==> src/rtl/sig_cond_pkg.sv <==
// Shared types and defaults for the signal-conditioning debounce filter.
package sig_cond_pkg;

  typedef enum logic [1:0] {
    ST_LOW,
    ST_RISE_QUAL,
    ST_HIGH,
    ST_FALL_QUAL
  } filt_state_t;

  localparam int CLK_FREQ_HZ       = 108000000;
  localparam int DEF_SYNC_STAGES   = 2;
  // 10 us qualification window at the system clock rate
  localparam int DEF_FILTER_CYCLES = CLK_FREQ_HZ / 100000;

endpackage

==> src/rtl/signal_synchronizer.sv <==
// Multi-flop synchronizer bringing an asynchronous level into the clk_i domain.
module signal_synchronizer #(
  parameter int STAGES = 2
) (
  input  logic clk_i,
  input  logic reset_i,
  input  logic d_i,
  output logic q_o
);

  logic [STAGES-1:0] sync_q;

  always_ff @(posedge clk_i or posedge reset_i) begin
    if (reset_i) begin
      sync_q <= '0;
    end else begin
      sync_q <= {sync_q[STAGES-2:0], d_i};
    end
  end

  assign q_o = sync_q[STAGES-1];

endmodule

==> src/rtl/input_debounce_filter.sv <==
// Debounce filter: synchronizes signal_i and qualifies each level change over FILTER_CYCLES+1 clocks.
// Define GLITCH_COUNT_EN to build the rejected-pulse counter; otherwise glitch_count_o reads 0.
//
// state        | meaning
// ST_LOW       | filtered level low, input agrees
// ST_RISE_QUAL | filtered level low, input high, qualifying a rise
// ST_HIGH      | filtered level high, input agrees
// ST_FALL_QUAL | filtered level high, input low, qualifying a fall
module input_debounce_filter
  import sig_cond_pkg::*;
#(
  parameter int SYNC_STAGES   = DEF_SYNC_STAGES,
  parameter int FILTER_CYCLES = DEF_FILTER_CYCLES,
  parameter int CNT_W         = 32
) (
  input  logic             clk_i,
  input  logic             reset_i,
  input  logic             signal_i,
  input  logic             enable_i,
  input  logic             clear_i,
  output logic             signal_o,
  output logic             rise_o,
  output logic             fall_o,
  output logic [CNT_W-1:0] edge_count_o,
  output logic [15:0]      glitch_count_o
);

  localparam logic [15:0] QLAST = 16'(FILTER_CYCLES - 1);

  filt_state_t state, state_nxt;
  logic [15:0] qcnt, qcnt_nxt;
  logic        s;
  logic        rise_nxt, fall_nxt, signal_nxt;
`ifdef GLITCH_COUNT_EN
  logic        glitch_evt;
`endif

  signal_synchronizer #(.STAGES(SYNC_STAGES)) u_sync (
    .clk_i   (clk_i),
    .reset_i (reset_i),
    .d_i     (signal_i),
    .q_o     (s)
  );

  always_comb begin
    state_nxt = state;
    qcnt_nxt  = qcnt;
    rise_nxt  = 1'b0;
    fall_nxt  = 1'b0;
`ifdef GLITCH_COUNT_EN
    glitch_evt = 1'b0;
`endif
    if (!enable_i) begin
      // Forced drop to low is not a qualified fall, so no pulse here
      state_nxt = ST_LOW;
      qcnt_nxt  = '0;
    end else begin
      case (state)
        ST_LOW: begin
          if (s) begin
            state_nxt = ST_RISE_QUAL;
            qcnt_nxt  = '0;
          end
        end
        ST_RISE_QUAL: begin
          if (s) begin
            if (qcnt == QLAST) begin
              state_nxt = ST_HIGH;
              qcnt_nxt  = '0;
              rise_nxt  = 1'b1;
            end else begin
              qcnt_nxt = qcnt + 16'd1;
            end
          end else begin
            state_nxt = ST_LOW;
            qcnt_nxt  = '0;
`ifdef GLITCH_COUNT_EN
            glitch_evt = 1'b1;
`endif
          end
        end
        ST_HIGH: begin
          if (!s) begin
            state_nxt = ST_FALL_QUAL;
            qcnt_nxt  = '0;
          end
        end
        ST_FALL_QUAL: begin
          if (!s) begin
            if (qcnt == QLAST) begin
              state_nxt = ST_LOW;
              qcnt_nxt  = '0;
              fall_nxt  = 1'b1;
            end else begin
              qcnt_nxt = qcnt + 16'd1;
            end
          end else begin
            state_nxt = ST_HIGH;
            qcnt_nxt  = '0;
`ifdef GLITCH_COUNT_EN
            glitch_evt = 1'b1;
`endif
          end
        end
        default: begin
          state_nxt = ST_LOW;
          qcnt_nxt  = '0;
        end
      endcase
    end
    signal_nxt = (state_nxt == ST_HIGH) || (state_nxt == ST_FALL_QUAL);
  end

  always_ff @(posedge clk_i or posedge reset_i) begin
    if (reset_i) begin
      state    <= ST_LOW;
      qcnt     <= '0;
      signal_o <= 1'b0;
      rise_o   <= 1'b0;
      fall_o   <= 1'b0;
    end else begin
      state    <= state_nxt;
      qcnt     <= qcnt_nxt;
      signal_o <= signal_nxt;
      rise_o   <= rise_nxt;
      fall_o   <= fall_nxt;
    end
  end

  // Clear takes priority over a same-cycle increment
  always_ff @(posedge clk_i or posedge reset_i) begin
    if (reset_i) begin
      edge_count_o <= '0;
    end else if (clear_i) begin
      edge_count_o <= '0;
    end else if (rise_nxt && (edge_count_o != '1)) begin
      edge_count_o <= edge_count_o + 1'b1;
    end
  end

`ifdef GLITCH_COUNT_EN
  always_ff @(posedge clk_i or posedge reset_i) begin
    if (reset_i) begin
      glitch_count_o <= '0;
    end else if (clear_i) begin
      glitch_count_o <= '0;
    end else if (glitch_evt && (glitch_count_o != 16'hFFFF)) begin
      glitch_count_o <= glitch_count_o + 16'd1;
    end
  end
`else
  assign glitch_count_o = '0;
`endif

endmodule
==> config.mk <==
export PLATFORM = sky130hd
export DESIGN_NAME = input_debounce_filter
export DESIGN_NICKNAME = d
export VERILOG_FILES = /design/src/rtl/sig_cond_pkg.sv /design/src/rtl/signal_synchronizer.sv /design/src/rtl/input_debounce_filter.sv
export SDC_FILE = /design/constraint.sdc
export NUM_CORES = 1
export LEC_CHECK = 0
export ABC_CLOCK_PERIOD_IN_PS = 6800
export CORE_UTILIZATION = 57
export DETAILED_ROUTE_END_ITERATION = 7
export PLACE_DENSITY = 0.86
export SLEW_MARGIN = 20
export SYNTH_ARGS = -nofsm -noshare
export SYNTH_HDL_FRONTEND = slang
export SYNTH_SLANG_ARGS = --single-unit
==> constraint.sdc <==
create_clock -name clk_i -period 6.8 [get_ports clk_i]
set_input_delay 1.36 -clock clk_i [delete_from_list [all_inputs] [get_ports clk_i]]
set_output_delay 1.36 -clock clk_i [all_outputs]
set_load 0.05 [all_outputs]
==> results of run 1 <==
final cells by class:
cell class / count / area [µm²] / area share [%]
Multi-Input combinational cell: 260 / 1520 / 43.4
Sequential cell: 55 / 1380 / 39.2
Tap cell: 70 / 87.6 / 2.49
Clock buffer: 6 / 72.6 / 2.06
Timing Repair Buffer: 43 / 420 / 12.0
Inverter: 9 / 33.8 / 0.961
worst max-delay path, stage by stage:
cell,delay [ns]
clkdlybuf4s50_1,0.59
nand3b_1,0.14
or4_1,0.51
a311o_1,0.33
buf_4,0.26
or4_1,0.54
a21oi_1,0.19
routing by layer:
layer	share of wire (%)	routed length, µm	track usage, %	up-vias
li1	-	-	-	1294
met2	51	3290	44.2	100
met4	1.1	68	7.61	0
met3	5.4	351	4.28	10
met5	0	0	0	-
met1	42	2740	31.6	1261
power by group:
group | switching [W] | total [W] | internal [W]
combinational | 0.0000342 | 0.0000404 | 0.00000621
clock | 0.0000943 | 0.000163 | 0.0000689
sequential | 0.00000127 | 0.000329 | 0.000328
total | 0.000130 | 0.000533 | 0.000403
kinds of logic after synthesis:
group                    Yosys count
AND/OR/NAND/NOR                  149
AO/OA/AOI/OAI                     80
flip-flops                        55
buffers and inverters             38
multiplexers                       7
XOR/XNOR                           6
adder cells (fa/ha/maj)            2
other                              1
Yosys cell counts (2+ instances only):
| cell | number | area share, % |
|---|---|---|
| mux2_2 | 4 | 1.5 |
| ha_1 | 2 | 0.82 |
| nor4bb_1 | 2 | 0.66 |
| xor2_1 | 5 | 1.4 |
| o22ai_1 | 2 | 0.41 |
| nand4_1 | 16 | 3.3 |
| nand3_1 | 17 | 2.8 |
| a22o_1 | 5 | 1.4 |
| buf_4 | 16 | 3.9 |
| nor2_1 | 15 | 1.8 |
| a21oi_1 | 31 | 5.1 |
| o21ai_0 | 25 | 4.1 |
| or2_2 | 3 | 0.61 |
| or4_1 | 13 | 3.2 |
| nand3b_1 | 2 | 0.49 |
| o31ai_1 | 12 | 2.9 |
| inv_1 | 9 | 1.1 |
| nor3b_1 | 2 | 0.49 |
| nor4b_1 | 2 | 0.57 |
| dfrtp_1 | 55 | 45 |
| a21o_1 | 3 | 0.74 |
| nor2b_1 | 7 | 1.4 |
| nor4_1 | 7 | 1.4 |
| clkbuf_1 | 11 | 1.4 |
| nand2_1 | 27 | 3.3 |
| mux2i_1 | 3 | 0.98 |
| and3_1 | 7 | 1.4 |
| nor3_1 | 6 | 0.98 |
| or3_1 | 17 | 3.5 |
through the flow:
| step | total power [W] | util (%) | cells | hold slack [ns] |
|---|---|---|---|---|
| after floorplan | 0.000376 | - | 353 | 0.331 |
| after global placement | 0.000376 | 67.0 | 437 | 0.336 |
| after detailed placement | 0.000377 | 67.0 | 437 | 0.340 |
| after CTS | 0.000539 | 68.4 | 443 | 0.360 |
| after global routing | 0.000553 | 68.4 | 443 | 0.375 |
| final | 0.000533 | 68.4 | 443 | 0.357 |
flip-flops by register name, summed over array words and instances, names as in the netlist:
signal,flops
state,2
fall_o,1
signal_o,1
u_sync.sync_q,2
edge_count_o,32
rise_o,1
qcnt,16
cell usage in the layout (no fill, tap or decap), drive strengths merged, types with 9 or more instances in the layout:
cell / instances
clkdlybuf4s50: 39
inv: 9
conb: 16
nand4: 16
o21ai: 25
dfrtp: 55
nand3: 17
o31ai: 12
a21oi: 31
or4: 13
or3: 17
nor2: 15
nand2: 27
worst paths after layout:
| path | slack (ns) | startpoint | to |
|---|---|---|---|
| max | 3.08 | enable_i | edge_count_o[31] |
| min | 0.36 | u_sync.sync_q[0] | u_sync.sync_q[1] |
| max reg2reg | 3.81 | qcnt[0] | edge_count_o[31] |
| min reg2reg | 0.36 | u_sync.sync_q[0] | u_sync.sync_q[1] |
| max in group asynchronous | 4.78 | reset_i | edge_count_o[7] |
| min in group asynchronous | 1.55 | reset_i | u_sync.sync_q[0] |
==> results.yml, run 1 <==
global_route:
  antenna_found_initial: 0
  grt_util_all_layers_pct: 25.1
  overflow: 0
  grt_pass1_wl_um: 10900
  grt_pass1_vias: 2466
  grt_max_degree: 56
final_layout:
  drive_above_1_share_pct: 4.56
  n_antenna_cell: 0
  finalInstanceArea_um2: 3510
  syn_to_final_growth_pct: 15.1
  fill_cells: 444
  final_nets: 381
timing:
  tns_ns: 0
  finalClockSkew_ns: 0.00647
  setup_ws_ns: 3.08
  hold_viol: 0
  fin_crit_ns: 3.72
  slew_violations: 0
  max_slew.worst_pin.slew_ns: 0.926
  setup-violations-final: 0
  max_clock_freq_ghz: 0.269
  post-route-period-util_pct: 54.7
  relSlewSlack_pct: 37.8
  rsz0062_at_grt: "false"
synth:
  yosysWarnings: 0
  synth_top_family_by_area: "simple AND/OR/NAND/NOR gates"
  ys_ff_latch: 55
  async_reset_ff_share_pct: 100
  syn_inst: 338
  synth_top_flop_cell: "dfrtp_1"
  synth_fa_ha_area_share_pct: 0.819
  synth-xor-area-share_pct: 1.72
  synth-simple-area-share_pct: 27.7
  synth_mux_area_share_pct: 2.46
  syn-cell-area_um2: 3050
  ys_types: 41
  postSynthAreaPerCell_um2: 9.04
  synth-edff-count: 0
  synth_seq_area_share_pct: 45.1
  synth-compound-area-share_pct: 15.3
place:
  hpwl_um: 4550
  pre_cts_slack_ns: 2.79
  gp_congestion: 0.816
  port_buffers: 39
  placed_cell_area_um2: 3440
route:
  drc: 0
  ant_nets: 0
  dr.pass1.iters: 4
  wirelength_um: 6450
  avgRoutedWirePerCell_um: 14.6
  drtIter0Drc: 221
  vias: 2665
  vias_per_cell: 6.02
power_and_ir_drop:
  power.leakage_nw: 1.35
  power_density_nw_per_um2: 152
  vdd_drop_max_v: 0.0000980
clock_tree:
  cts.sinks: 55
  cts_made_buffers: 5
  clock_path_buffers: 2
  tritoncts: "yes"
  hold_buffers: 0
  htree_levels: 2
  root_buffer: "clkbuf_8"
  insertion_delay_ns: 0.30
  clkTransAtPathRegs_ns: 0.09
  postCtsSetupBuffers: 0
  cts.repair.resized: 0
setup_path:
  cp_max_fo: 52
  crit_required_ns: 7.02
  end_kind: "register"
  reg2regPathDepth: 7
  worst-setup-path-type: "in -> reg"
  crit_arrival_ns: 3.94
  start_kind: "input pin"
die:
  core_area_um2: 5140
  die_h_um: 75.2
  die_area_um2: 5660
  pin_count: 56
  start_util_pct: 59.4
  core.rowCount: 26
  die_x_um: 75.2
hold_path:
  whs_path_depth: 0
  hold_path.class: "reg -> reg"
job:
  maxCapViolCount: 0
outcome:
  status: "finished, final reports clean"
No activity file was read; power rests on OpenSTA's default activity.
==> run 2, diff against run 1 <==
- ABC_CLOCK_PERIOD_IN_PS: 6800 -> 3200
- CORE_UTILIZATION: 57 -> 47
- PLACE_DENSITY: 0.86 -> 0.76
- clock period: 6.8 -> 3.2 ns (I/O delays scaled with it)
==> results.yml, run 2 (synthesis gave the netlist of run 1 again) <==
outcome:
  status: "finished, final reports clean"
die:
  core_area_um2: 6310
  pin_count: 56
  die_x_um: 82.6
  die_area_um2: 6820
  die_h_um: 82.6
  core.rowCount: 29
  start_util_pct: 48.4
route:
  vias: 2642
  ant_nets: 0
  drtIter0Drc: 158
  vias_per_cell: 5.81
  avgRoutedWirePerCell_um: 14.4
  drc: 0
  dr.pass1.iters: 4
  wirelength_um: 6570
clock_tree:
  cts_made_buffers: 5
  htree_levels: 2
  cts.repair.resized: 0
  root_buffer: "clkbuf_8"
  clock_path_buffers: 2
  clkTransAtPathRegs_ns: 0.10
  cts.sinks: 55
  hold_buffers: 0
  postCtsSetupBuffers: 0
  insertion_delay_ns: 0.30
  tritoncts: "yes"
timing:
  relSlewSlack_pct: 33.0
  max_slew.worst_pin.slew_ns: 0.996
  fin_crit_ns: 2.88
  slew_violations: 0
  hold_viol: 0
  setup-violations-final: 0
  post-route-period-util_pct: 90.1
  max_clock_freq_ghz: 0.347
  tns_ns: 0
  rsz0062_at_grt: "false"
  finalClockSkew_ns: 0.0132
  setup_ws_ns: 0.316
power_and_ir_drop:
  vdd_drop_max_v: 0.000247
  p_int_w: 0.000911
  pwr-share-comb_pct: 7.5
  switching_power_w: 0.000293
  power.share.clock_pct: 34.4
  switching_share_pct: 24.3
  power_frac_seq_pct: 58.1
  power.leakage_nw: 1.39
  power_density_nw_per_um2: 335
final_layout:
  syn_to_final_growth_pct: 17.8
  largest_reg_flops: 32
  finalInstanceArea_um2: 3600
  final_nets: 384
  top_register: "edge_count_o"
  mostFrequentLayoutCells: "dfrtp_1, clkdlybuf4s50_1, a21oi_1"
  reg.largest.list: "edge_count_o: 32 flops, qcnt: 16 flops"
  final_common_cell: "dfrtp_1"
  drive_above_1_share_pct: 5.82
  n_antenna_cell: 0
setup_path:
  crit_required_ns: 3.42
  cp_max_fo: 52
  worst-setup-path-type: "reg -> reg"
  crit_arrival_ns: 3.10
  ff2ff_setup_slack_ns: 0.32
  end_kind: "register"
  start_kind: "register"
place:
  hpwl_um: 4700
  pre_cts_slack_ns: 0.109
  port_buffers: 39
  gp_congestion: 0.867
  placed_cell_area_um2: 3500
hold_path:
  hold_path.class: "reg -> reg"
global_route:
  grt_pass1_wl_um: 10800
  grt_max_degree: 53
  grt_pass1_vias: 2404
  overflow: 0
  antenna_found_initial: 0
  grt_util_all_layers_pct: 20.6
job:
  maxCapViolCount: 0
[run 2: routing by layer]
metal | GRT usage, % | vias to the layer above | share of wire, %
li1 | - | 1311 | -
met1 | 25.2 | 1273 | 45
met2 | 36.7 | 54 | 51
met3 | 3.63 | 4 | 3.0
met4 | 6.38 | 0 | 0.55
met5 | 0 | - | 0
[run 2: layout make-up]
type                    count  area (µm²)
flip-flops and latches     55        1380
well taps                  77        96.3
clock buffers               8         100
inverters                   9        33.8
multi-input cells         260        1520
repair buffers             46         468
fillers                   589        2720
[run 2: critical path, cell delays in order (launching register included)]
cell and delay, ns:
dfrtp_1 0.41, ha_1 0.24, or4b_1 0.48, or4_1 0.43, a311o_1 0.37, buf_12 0.19, or4_1 0.52, a21oi_1 0.15
[run 2: stage by stage]
stage / hold WS, ns / power [W] / utilization [%] / cells
final: 0.356 / 0.00120 / 57.0 / 455
after global routing: 0.374 / 0.00125 / 57.0 / 455
after CTS: 0.359 / 0.00122 / 57.0 / 455
after detailed placement: 0.339 / 0.000804 / 55.4 / 447
after global placement: 0.338 / 0.000803 / 55.4 / 447
after floorplan: 0.331 / 0.000798 / - / 353
[run 2: final timing paths]
| path | cells past startpoint | startpoint | endpoint |
|---|---|---|---|
| max in group asynchronous | 3 | reset_i | edge_count_o[4] |
| worst min-delay path | 0 | u_sync.sync_q[0] | u_sync.sync_q[1] |
| min in group asynchronous | 2 | reset_i | qcnt[10] |
| worst min register to register | 0 | u_sync.sync_q[0] | u_sync.sync_q[1] |
| worst max-delay path | 7 | qcnt[0] | edge_count_o[15] |
| worst max register to register | 7 | qcnt[0] | edge_count_o[15] |
[run 2: power groups by stage]
stage	clock (W)	combinational, W	sequential (W)
after global routing	0.000450	0.0000997	0.000700
after floorplan	0	0.0000860	0.000712
after detailed placement	0	0.0000909	0.000713
after CTS	0.000427	0.0000911	0.000699
final	0.000415	0.0000900	0.000699
after global placement	0	0.0000902	0.000713
==> run 3, diff against run 2 <==
- SLEW_MARGIN: 20 -> 30
==> results.yml, run 3 (synthesis gave the netlist of run 1 again) <==
final_layout:
  largest_reg_flops: 32
  syn_to_final_growth_pct: 18.0
  final_cells: 455
  drive_above_1_share_pct: 6.08
  mostFrequentLayoutCells: "dfrtp_1, clkdlybuf4s50_1, a21oi_1"
  finalInstanceArea_um2: 3600
  final_common_cell: "dfrtp_1"
  final_nets: 384
  n_antenna_cell: 0
  reg.largest.list: "edge_count_o: 32 flops, qcnt: 16 flops"
  final_core_util_pct: 57.1
  top_register: "edge_count_o"
timing:
  setup-violations-final: 0
  fin_crit_ns: 2.88
  tns_ns: 0
  max_slew.worst_pin.slew_ns: 0.851
  post-route-period-util_pct: 90.1
  finalClockSkew_ns: 0.0130
  hold_viol: 0
  slew_violations: 0
  rsz0062_at_grt: "false"
  relSlewSlack_pct: 43.1
  max_clock_freq_ghz: 0.347
setup_path:
  end_kind: "register"
  worst-setup-path-type: "reg -> reg"
  start_kind: "register"
  crit_required_ns: 3.42
  crit_arrival_ns: 3.10
  cp_max_fo: 52
global_route:
  overflow: 0
  grt_pass1_vias: 2404
  grt_max_degree: 53
  antenna_found_initial: 0
  grt_util_all_layers_pct: 20.6
  grt_pass1_wl_um: 10800
place:
  gp_congestion: 0.867
  dpl.cell_count: 447
  placed_cell_area_um2: 3500
  port_buffers: 39
  hpwl_um: 4700
die:
  core.rowCount: 29
  pin_count: 56
  start_util_pct: 48.4
  die_area_um2: 6820
  core_area_um2: 6310
  die_h_um: 82.6
  die_x_um: 82.6
route:
  ant_nets: 0
  avgRoutedWirePerCell_um: 14.4
  dr.pass1.iters: 4
  drc: 0
  vias: 2652
  vias_per_cell: 5.83
  wirelength_um: 6570
  drtIter0Drc: 170
clock_tree:
  htree_levels: 2
  hold_buffers: 0
  clkTransAtPathRegs_ns: 0.10
  root_buffer: "clkbuf_8"
  cts_made_buffers: 5
  tritoncts: "yes"
  cts.repair.resized: 0
  cts.sinks: 55
  insertion_delay_ns: 0.30
  postCtsSetupBuffers: 0
  clock_path_buffers: 2
power_and_ir_drop:
  vdd_drop_max_v: 0.000247
  design_power_total_w: 0.00120
  power_density_nw_per_um2: 334
  power.leakage_nw: 1.39
hold_path:
  hold_path.class: "reg -> reg"
outcome:
  status: "finished, final reports clean"
job:
  maxCapViolCount: 0
run 3: final cells by class:
cell class	count	area [µm²]
clock buffers	8	100
well taps	77	96.3
inverters	9	33.8
multi-input cells	260	1530
flip-flops and latches	55	1380
fillers	590	2710
repair buffers	46	468
run 3: worst paths after layout:
check | start | end | slack [ns] | depth (start not counted)
worst max-delay path | qcnt[0] | edge_count_o[15] | 0.32 | 7
worst min-delay path | u_sync.sync_q[0] | u_sync.sync_q[1] | 0.36 | 0
worst max register to register | qcnt[0] | edge_count_o[15] | 0.32 | 7
worst min register to register | u_sync.sync_q[0] | u_sync.sync_q[1] | 0.36 | 0
max in group asynchronous | reset_i | edge_count_o[4] | 1.92 | 3
min in group asynchronous | reset_i | qcnt[10] | 0.72 | 2
run 3: metal layers:
| layer | GRT usage [%] | wire [µm] |
|---|---|---|
| met1 | 25.2 | 2940 |
| met2 | 36.7 | 3350 |
| met3 | 3.63 | 243 |
| met4 | 6.38 | 36 |
| met5 | 0 | 0 |
run 3: metrics by stage:
| stage | hold slack [ns] | setup slack (ns) |
|---|---|---|
| after global routing | 0.374 | 0.167 |
| after detailed placement | 0.339 | 0.109 |
| after CTS | 0.359 | 0.320 |
| after global placement | 0.338 | 0.154 |
| after floorplan | 0.331 | 0.460 |
| final | 0.356 | 0.317 |
run 3: critical path, cell delays in order (launching register included):
cell and delay [ns]:
dfrtp_1 0.41, ha_1 0.24, or4b_1 0.48, or4_1 0.43, a311o_1 0.37, buf_12 0.19
or4_1 0.52, a21oi_1 0.15
run 3: power breakdown:
group          internal [W]  switching [W]  leakage, nW
registers          0.000697     0.00000255        0.763
clock network      0.000198       0.000216       0.0515
logic             0.0000161      0.0000739        0.573
